**config.mk**
```make
export PLATFORM = sky130hd
export DESIGN_NAME = gat_layer_scheduler
export DESIGN_NICKNAME = d
export VERILOG_FILES = /design/src/rtl/gat_layer_scheduler.sv
export SDC_FILE = /design/constraint.sdc
export NUM_CORES = 1
export LEC_CHECK = 0
export ABC_CLOCK_PERIOD_IN_PS = 2570
export BUFFER_PORTS_ARGS = -buffer_cell sky130_fd_sc_hd__clkbuf_2
export CORE_MARGIN = 5
export CORE_UTILIZATION = 45
export DETAILED_ROUTE_END_ITERATION = 10
export MAX_ROUTING_LAYER = met4
export PLACE_DENSITY = 0.72
export SLEW_MARGIN = 40
export SYNTH_ARGS = -nofsm -noshare
export SYNTH_HDL_FRONTEND = slang
export SYNTH_SLANG_ARGS = --single-unit
```
**constraint.sdc**
```tcl
create_clock -name clk -period 2.57 [get_ports clk]
set_input_delay 0.3855 -clock clk [delete_from_list [all_inputs] [get_ports clk]]
set_output_delay 0.3855 -clock clk [all_outputs]
set_load 0.01 [all_outputs]
```
**src/rtl/gat_layer_scheduler.sv**
```systemverilog
// Sequences the GAT conv layers: waits for BRAM loads, pulses start, and times each layer.
// All outputs are registered, one cycle after the sampled input; nothing stalls, and a hung layer ends in ERR.
module gat_layer_scheduler #(
  parameter int unsigned NUM_LAYERS     = 2,
  parameter int unsigned LAYER_W        = (NUM_LAYERS > 1) ? $clog2(NUM_LAYERS) : 1,
  parameter int unsigned TIMEOUT_CYCLES = 32'd50_000_000,
  parameter int unsigned CNT_W          = 32
) (
  input  logic               clk,
  input  logic               rst_n,
  input  logic               h_data_bram_load_done,
  input  logic               h_node_info_bram_load_done,
  input  logic               wgt_bram_load_done,
  input  logic               layer_first_out_i,
  input  logic               layer_done_i,
  output logic               layer_start_o,
  output logic [LAYER_W-1:0] gat_layer_o,
  output logic               load_req_o,
  output logic               layer_ready_o,
  output logic               gat_ready_o,
  output logic               error_o,
  output logic [CNT_W-1:0]   dbg_latency_o,
  output logic [CNT_W-1:0]   dbg_total_o
);

  localparam logic [2:0] S_IDLE        = 3'd0;
  localparam logic [2:0] S_WAIT_LOAD   = 3'd1;
  localparam logic [2:0] S_START       = 3'd2;
  localparam logic [2:0] S_RUN         = 3'd3;
  localparam logic [2:0] S_NEXT        = 3'd4;
  localparam logic [2:0] S_WAIT_UNLOAD = 3'd5;
  localparam logic [2:0] S_DONE        = 3'd6;
  localparam logic [2:0] S_ERR         = 3'd7;

  localparam logic [CNT_W-1:0]   CNT_LAST   = CNT_W'(TIMEOUT_CYCLES - 1);
  localparam logic [LAYER_W-1:0] LAST_LAYER = LAYER_W'(NUM_LAYERS - 1);

  logic [2:0]       state;
  logic [CNT_W-1:0] cnt;
  logic [CNT_W-1:0] lat_reg;
  logic             fo_seen;
  logic             all_ld;
  logic             none_ld;

  assign all_ld  = h_data_bram_load_done & h_node_info_bram_load_done & wgt_bram_load_done;
  assign none_ld = ~(h_data_bram_load_done | h_node_info_bram_load_done | wgt_bram_load_done);

  always_ff @(posedge clk) begin
    if (!rst_n) begin
      state         <= S_IDLE;
      cnt           <= '0;
      lat_reg       <= '0;
      fo_seen       <= 1'b0;
      layer_start_o <= 1'b0;
      gat_layer_o   <= '0;
      load_req_o    <= 1'b0;
      layer_ready_o <= 1'b0;
      gat_ready_o   <= 1'b0;
      error_o       <= 1'b0;
      dbg_latency_o <= '0;
      dbg_total_o   <= '0;
    end else begin
      layer_start_o <= 1'b0;
      layer_ready_o <= 1'b0;
      case (state)
        S_IDLE: begin
          state      <= S_WAIT_LOAD;
          load_req_o <= 1'b1;
        end
        S_WAIT_LOAD: begin
          if (all_ld) begin
            state         <= S_START;
            layer_start_o <= 1'b1;
            load_req_o    <= 1'b0;
          end
        end
        S_START: begin
          cnt     <= '0;
          fo_seen <= 1'b0;
          state   <= S_RUN;
        end
        S_RUN: begin
          cnt <= cnt + CNT_W'(1);
          if (layer_first_out_i && !fo_seen) begin
            lat_reg <= cnt;
            fo_seen <= 1'b1;
          end
          // Done takes priority over a timeout landing in the same cycle.
          if (layer_done_i) begin
            dbg_total_o   <= cnt;
            dbg_latency_o <= fo_seen ? lat_reg : cnt;
            layer_ready_o <= 1'b1;
            state         <= (gat_layer_o == LAST_LAYER) ? S_DONE : S_NEXT;
          end else if (cnt == CNT_LAST) begin
            error_o <= 1'b1;
            state   <= S_ERR;
          end
        end
        S_NEXT: begin
          gat_layer_o <= gat_layer_o + LAYER_W'(1);
          load_req_o  <= 1'b1;
          state       <= S_WAIT_UNLOAD;
        end
        S_WAIT_UNLOAD: begin
          // Loads must fully drop first so a stale image cannot start the next layer.
          if (none_ld) begin
            state <= S_WAIT_LOAD;
          end
        end
        S_DONE: begin
          gat_ready_o <= 1'b1;
        end
        S_ERR: begin
          error_o     <= 1'b1;
          gat_ready_o <= 1'b0;
        end
        default: begin
          state <= S_IDLE;
        end
      endcase
    end
  end

endmodule

```
==> flow_summary_export.csv, run 1 <==
group,metric,value,unit
status,status,"complete, no violations",
synth,synth_top_area_share,45.6,%
clocking,htree_levels,4,
drt,dr.pass1.iters,5,
power,clockPowerShare,49.0,%
drt,wl_met2,6630,µm
worst_setup_path,critical_path_buf_inv_count,1,
drt,postRouteAntennaNets,0,
drt,highest_layer,"met4",
clocking,cts_resized,0,
finish,final_common_cell,"nand2_1",
sta,period_share,82.6,%
synth,netlist_area,6050,µm²
clocking,post_cts_buffers,0,
synth,avgSynthCellArea,8.67,µm²
die,core,13200,µm²
sta,rsz0062_at_grt,"no",
clocking,clk_pin_slew_worst_paths,0.05,ns
die,die-area,15900,µm²
finish,fin_cells,938,
drt,drt_wl_total,13900,µm
worst_setup_path,slowest_delay,0.48,ns
sta,timing.fmax,471,MHz
placement,port_buffers,76,
synth,async_flop_share,0,%
clocking,clk_latency,0.41,ns
finish,diodes,0,
synth,synth_edf_count,0,
global_routing,grt_max_degree,61,
worst_setup_path,critPathKind,"flop to flop",
synth,synth_xor_area_share,2.60,%
worst_hold_path,holdCritStartpoint,"h_data_bram_load_done",
die,die_w,126,µm
run,cap_violations,0,
finish,area_growth,18.4,%
finish,drive_gt1_share,17.6,%
power,p_int,0.00402,W
drt,routedWlPerCell,14.9,µm
power,netSwitchingFraction,22.2,%
sta,setup_viol,0,
worst_setup_path,cp.arrival,2.46,ns
worst_setup_path,endpoint_kind,"flop",
synth,yosysTopAreaCell,"dfxtp_1",
worst_setup_path,crit_start,"state[2]",
global_routing,overflow,0,
sta,setup_tns,0,ns
power,finalPower,0.00516,W
worst_setup_path,cp_max_fo,32,
synth,synthSimpleGateAreaFrac,23.1,%
global_routing,antenna_found_initial,0,
clocking,clock_sinks,138,
worst_setup_path,worstPathCellList,"and2b_1 -> nand2_1 -> nor3b_4 -> buf_4 -> nand2_1 -> a21boi_0",
global_routing,grt_pass1_vias,4935,
synth,synth.ff_latch_count,138,
sta,period_minus_slack,2.12,ns
synth,synth_top_family_by_area,"simple AND/OR/NAND/NOR gates",
synth,synth_area_leaders,"dfxtp_1, nand2_1, a21boi_0, o211a_1, mux2i_1",
worst_setup_path,worst_ep_required_time,2.90,ns
drt,dr_total_vias,5092,
sta,final_max_slew_viol_count,0,
clocking,cts_tree,"built",
power,p_leak,2.99,nW
placement,dp_hpwl,9480,µm
drt,wl_met1,6280,µm
placement,dp_cells,906,
synth,synthFlopType,"dfxtp_1",
worst_setup_path,critPathLaunchType,"flop",
clocking,cts_hold_buf,0,
finish,mostFrequentLayoutCells,"nand2_1, dfxtp_1, clkbuf_2",
global_routing,track_usage,18.4,%
drt,wl_met3,700,µm
sta,max_slew.worst_pin.slew,0.649,ns
drt,drc,0,
sta,final-hold-violation-count,0,
power,p_seq_share,43.6,%
synth,netlist_instances,698,
finish,fillers,1206,
synth,synth_mux_area_share,5.48,%
clocking,clock_path_buffers,2,
worst_setup_path,cp_slowest_cell,"dfxtp_1",
global_routing,grt_pass1_wl,23700,µm
placement,finalWeightedCongestion,0.860,
worst_setup_path,timing.rr.start,"state[2]",
drt,drt_iter0_drc,266,
drt,via_per_inst,5.43,
worst_hold_path,hold_class,"input pin to flop",
synth,synth_compound_area_share,18.6,%
finish,final_core_util,54.1,%
worst_setup_path,path_common_cell,"nand2_1",
power,combPwrFrac,7.4,%
synth,synth_fa_ha_area_share,0.207,%
synth,ys_seq_area_share,45.6,%
worst_setup_path,cpLargestDelayFamily,"simple AND/OR/NAND/NOR gates",
power,p_per_area,720,nW/µm²
clocking,cts_buffers,17,
die,rows,42,
die,pin_count,77,
finish,finalNetCount,757,
power,p_sw,0.00115,W
synth,ys_warn_count,0,
power,peakVddDrop,0.000435,V
sta,skew,0.00729,ns
clocking,clockRootBuffer,"clkbuf_16",
die,start_util,45.7,%
die,die_y,126,µm
synth,ys_types,51,
sta,slew_headroom,56.5,%
synth,syn_nets,706,
cell families after synthesis:
group,Yosys count
AND/OR/NAND/NOR,300
XOR/XNOR,18
AO/OA/AOI/OAI,144
buffers and inverters,64
flip-flops,138
adder cells (fa/ha/maj),1
multiplexers,33
stage by stage:
step / hold slack (ns) / instance area (µm²) / worst slack, ns
floorplan: 0.435 / 6050 / 0.627
global placement: 0.440 / 6540 / 0.590
detailed placement: 0.448 / 6540 / 0.496
CTS: 0.271 / 7170 / 0.478
global route: 0.284 / 7170 / 0.238
finish: 0.278 / 7170 / 0.448
cell type report:
| type | count | area [µm²] | share of cell area (%) |
|---|---|---|---|
| clock inverters | 7 | 110 | 1.54 |
| inverters | 3 | 11.3 | 0.157 |
| clock buffers | 25 | 515 | 7.19 |
| repair buffers | 93 | 508 | 7.09 |
| well taps | 176 | 220 | 3.07 |
| multi-input cells | 496 | 3040 | 42.4 |
| flip-flops and latches | 138 | 2760 | 38.6 |
worst register-to-register path, stage by stage, from the launching register on:
cell      delay [ns]
dfxtp_1         0.48
and2b_1         0.35
nand2_1         0.30
nor3b_4         0.27
buf_4           0.36
nand2_1         0.11
a21boi_0        0.17
synthesized netlist by cell type (all sizes together), types with 3 or more instances:
cell	instances
o211ai	3
xnor2	5
buf	20
nor3	8
a21oi	6
mux2i	32
and3	4
nor3b	3
and2	6
nand3	15
nand4	15
or3	3
o21ai	14
inv	3
a41oi	3
nand2	186
nor4	9
nand3b	4
xor2	13
nor2	35
a21boi	72
o211a	35
dfxtp	138
nor2b	5
clkbuf	41
layer usage:
layer	up-vias	track usage, %
met2	136	28.8
met5	-	-
met1	2426	22.9
met3	29	4.66
li1	2501	-
met4	0	7.57
worst paths after layout:
check | to | slack, ns | cells past startpoint
setup reg to reg | lat_reg[2] | 0.45 | 6
setup / recovery | lat_reg[2] | 0.45 | 6
hold reg to reg | lat_reg[4] | 0.45 | 2
hold / removal | state[2] | 0.28 | 3
power groups by stage:
stage	registers (W)	logic (W)	clock network [W]
5_1_grt	0.00226	0.000421	0.00267
4_1_cts	0.00225	0.000383	0.00258
3_3_place_gp	0.00229	0.000372	0
3_5_place_dp	0.00230	0.000381	0
2_1_floorplan	0.00228	0.000260	0
6_report	0.00225	0.000382	0.00253
No activity file was read; power rests on OpenSTA's default activity.
==> inputs of run 2 (changes only) <==
- ABC_CLOCK_PERIOD_IN_PS: 2570 -> 2200
- clock period: 2.57 -> 2.2 ns (I/O delays scaled with it)
==> run 2 against run 1 <==
Effect of this change: global-route usage grew 0.85 points; clock-buffer cell count shrank 1; cell count increased by 1.2%; fmax grew 7.3%; utilization is 0.22 points higher; die area did not move; worst hold slack lost 0.042 ns; clock power decreased by 2%; first-iteration DRC count up 24%; highest routed layer unchanged.
==> flow_summary_export.csv, run 2 (synthesis gave the netlist of run 1 again) <==
group,metric,value,unit
die,die_y,126,µm
placement,dp_slack,0.242,ns
clocking,clk_latency,0.41,ns
drt,routedWlPerCell,15.2,µm
worst_setup_path,r2r_setup_slack,0.22,ns
finish,finalNetCount,773,
clocking,clock_path_buffers,2,
die,die_w,126,µm
sta,final-hold-violation-count,0,
clocking,cts_tree,"built",
finish,fillers,1239,
die,pin_count,77,
global_routing,overflow,0,
clocking,cts_buffers,17,
drt,dr_total_vias,5113,
sta,rsz0062_at_grt,"no",
sta,period_share,89.9,%
finish,final_common_cell,"nand2_1",
power,p_seq_share,46.7,%
global_routing,grt_pass1_vias,5036,
sta,timing.fmax,506,MHz
die,core,13200,µm²
sta,max_slew.worst_pin.slew,0.604,ns
worst_hold_path,hold_class,"input pin to flop",
power,p_int,0.00427,W
global_routing,grt_max_degree,51,
sta,period_minus_slack,1.98,ns
sta,hold_ws,0.236,ns
power,clockPowerShare,44.5,%
worst_setup_path,timing.rr.start,"cnt[1]",
power,p_leak,3.02,nW
clocking,clk_pin_slew_worst_paths,0.06,ns
worst_setup_path,r2r_cells,7,
power,p_sw,0.00132,W
placement,finalWeightedCongestion,0.866,
placement,dp_hpwl,10000,µm
power,combPwrFrac,8.8,%
die,die-area,15900,µm²
drt,drt_iter0_drc,331,
clocking,post_cts_buffers,0,
drt,postRouteAntennaNets,0,
clocking,htree_levels,4,
placement,port_buffers,76,
status,status,"complete, no violations",
clocking,cts_hold_buf,0,
finish,drive_gt1_share,18.6,%
finish,mostFrequentLayoutCells,"nand2_1, dfxtp_1, clkbuf_2",
worst_setup_path,critPathCapture,"state[1]",
global_routing,grt_pass1_wl,24500,µm
finish,diodes,0,
run,cap_violations,0,
worst_setup_path,critPathKind,"flop to flop",
finish,area_growth,18.9,%
sta,slew_headroom,59.8,%
sta,setup_ws,0.222,ns
power,netSwitchingFraction,23.5,%
drt,drt_wl_total,14500,µm
worst_setup_path,endpoint_kind,"flop",
drt,dr.pass1.iters,4,
power,peakVddDrop,0.000413,V
sta,final_max_slew_viol_count,0,
worst_setup_path,crit_start,"cnt[1]",
global_routing,antenna_found_initial,0,
die,rows,42,
clocking,cts_resized,0,
worst_setup_path,cp_max_fo,7,
worst_setup_path,cp.arrival,2.33,ns
worst_setup_path,worst_ep_required_time,2.55,ns
worst_setup_path,r2r_end,"state[1]",
worst_setup_path,critPathLaunchType,"flop",
drt,drc,0,
sta,setup_viol,0,
drt,via_per_inst,5.39,
power,p_per_area,776,nW/µm²
sta,skew,0.00955,ns
sta,setup_tns,0,ns
die,start_util,45.7,%
global_routing,track_usage,19.3,%
clocking,clockRootBuffer,"clkbuf_16",
clocking,clock_sinks,138,
[run 2: cell count changes in the layout (fill, tap and decap cells not counted), sizes merged]
| cell | previous run | this run |
|---|---|---|
| clkinv | 4 | 2 |
| buf | 18 | 34 |
| bufinv | 3 | 0 |
| clkbuf | 100 | 99 |
| clkinvlp | 0 | 1 |
[run 2: worst min-delay path by stage]
| stage | slack (ns) | startpoint | cells after the start | end |
|---|---|---|---|---|
| CTS | 0.22 | h_data_bram_load_done | 3 | state[2] |
| global placement | 0.44 | lat_reg[18] | 2 | lat_reg[18] |
| global route | 0.28 | wgt_bram_load_done | 3 | state[2] |
| finish | 0.24 | h_data_bram_load_done | 3 | state[2] |
| floorplan | 0.43 | lat_reg[12] | 2 | lat_reg[12] |
| detailed placement | 0.45 | lat_reg[26] | 2 | lat_reg[26] |
[run 2: power groups by stage]
stage | Sequential, W | Clock, W | Combinational [W]
after floorplan | 0.00267 | 0 | 0.000304
after global placement | 0.00266 | 0 | 0.000483
after detailed placement | 0.00266 | 0 | 0.000490
after CTS | 0.00261 | 0.00254 | 0.000493
after global routing | 0.00262 | 0.00267 | 0.000544
final | 0.00261 | 0.00249 | 0.000490
[run 2: cell type report]
cell class / count / area, µm² / share of cell area (%)
Sequential cell: 138 / 2760 / 38.4
Timing Repair Buffer: 109 / 653 / 9.08
Clock buffer: 24 / 492 / 6.83
Multi-Input combinational cell: 496 / 3040 / 42.2
Inverter: 3 / 11.3 / 0.156
Tap cell: 176 / 220 / 3.06
Clock inverter: 3 / 17.5 / 0.243
[run 2: critical path: stages (launching register included)]
cell	delay, ns
dfxtp_1	0.45
ha_1	0.23
nand3_1	0.16
buf_4	0.21
nor3_1	0.29
a31oi_1	0.18
a21oi_1	0.20
mux2i_1	0.19
[run 2: routing by layer]
metal / vias to the layer above / track usage, % / share of wire [%]
li1: 2521 / - / -
met1: 2434 / 24.3 / 45
met2: 135 / 30.3 / 47
met3: 23 / 4.53 / 5.6
met4: 0 / 7.26 / 1.9
met5: - / - / 0
[run 2: metrics by stage]
step / power [W] / instances / util, % / instance area (µm²)
6_report: 0.00559 / 949 / 54.3 / 7200
5_1_grt: 0.00583 / 949 / 54.3 / 7200
4_1_cts: 0.00565 / 949 / 54.3 / 7200
3_5_place_dp: 0.00315 / 922 / 50.5 / 6690
3_3_place_gp: 0.00314 / 922 / 50.5 / 6690
2_1_floorplan: 0.00297 / 698 / - / 6050
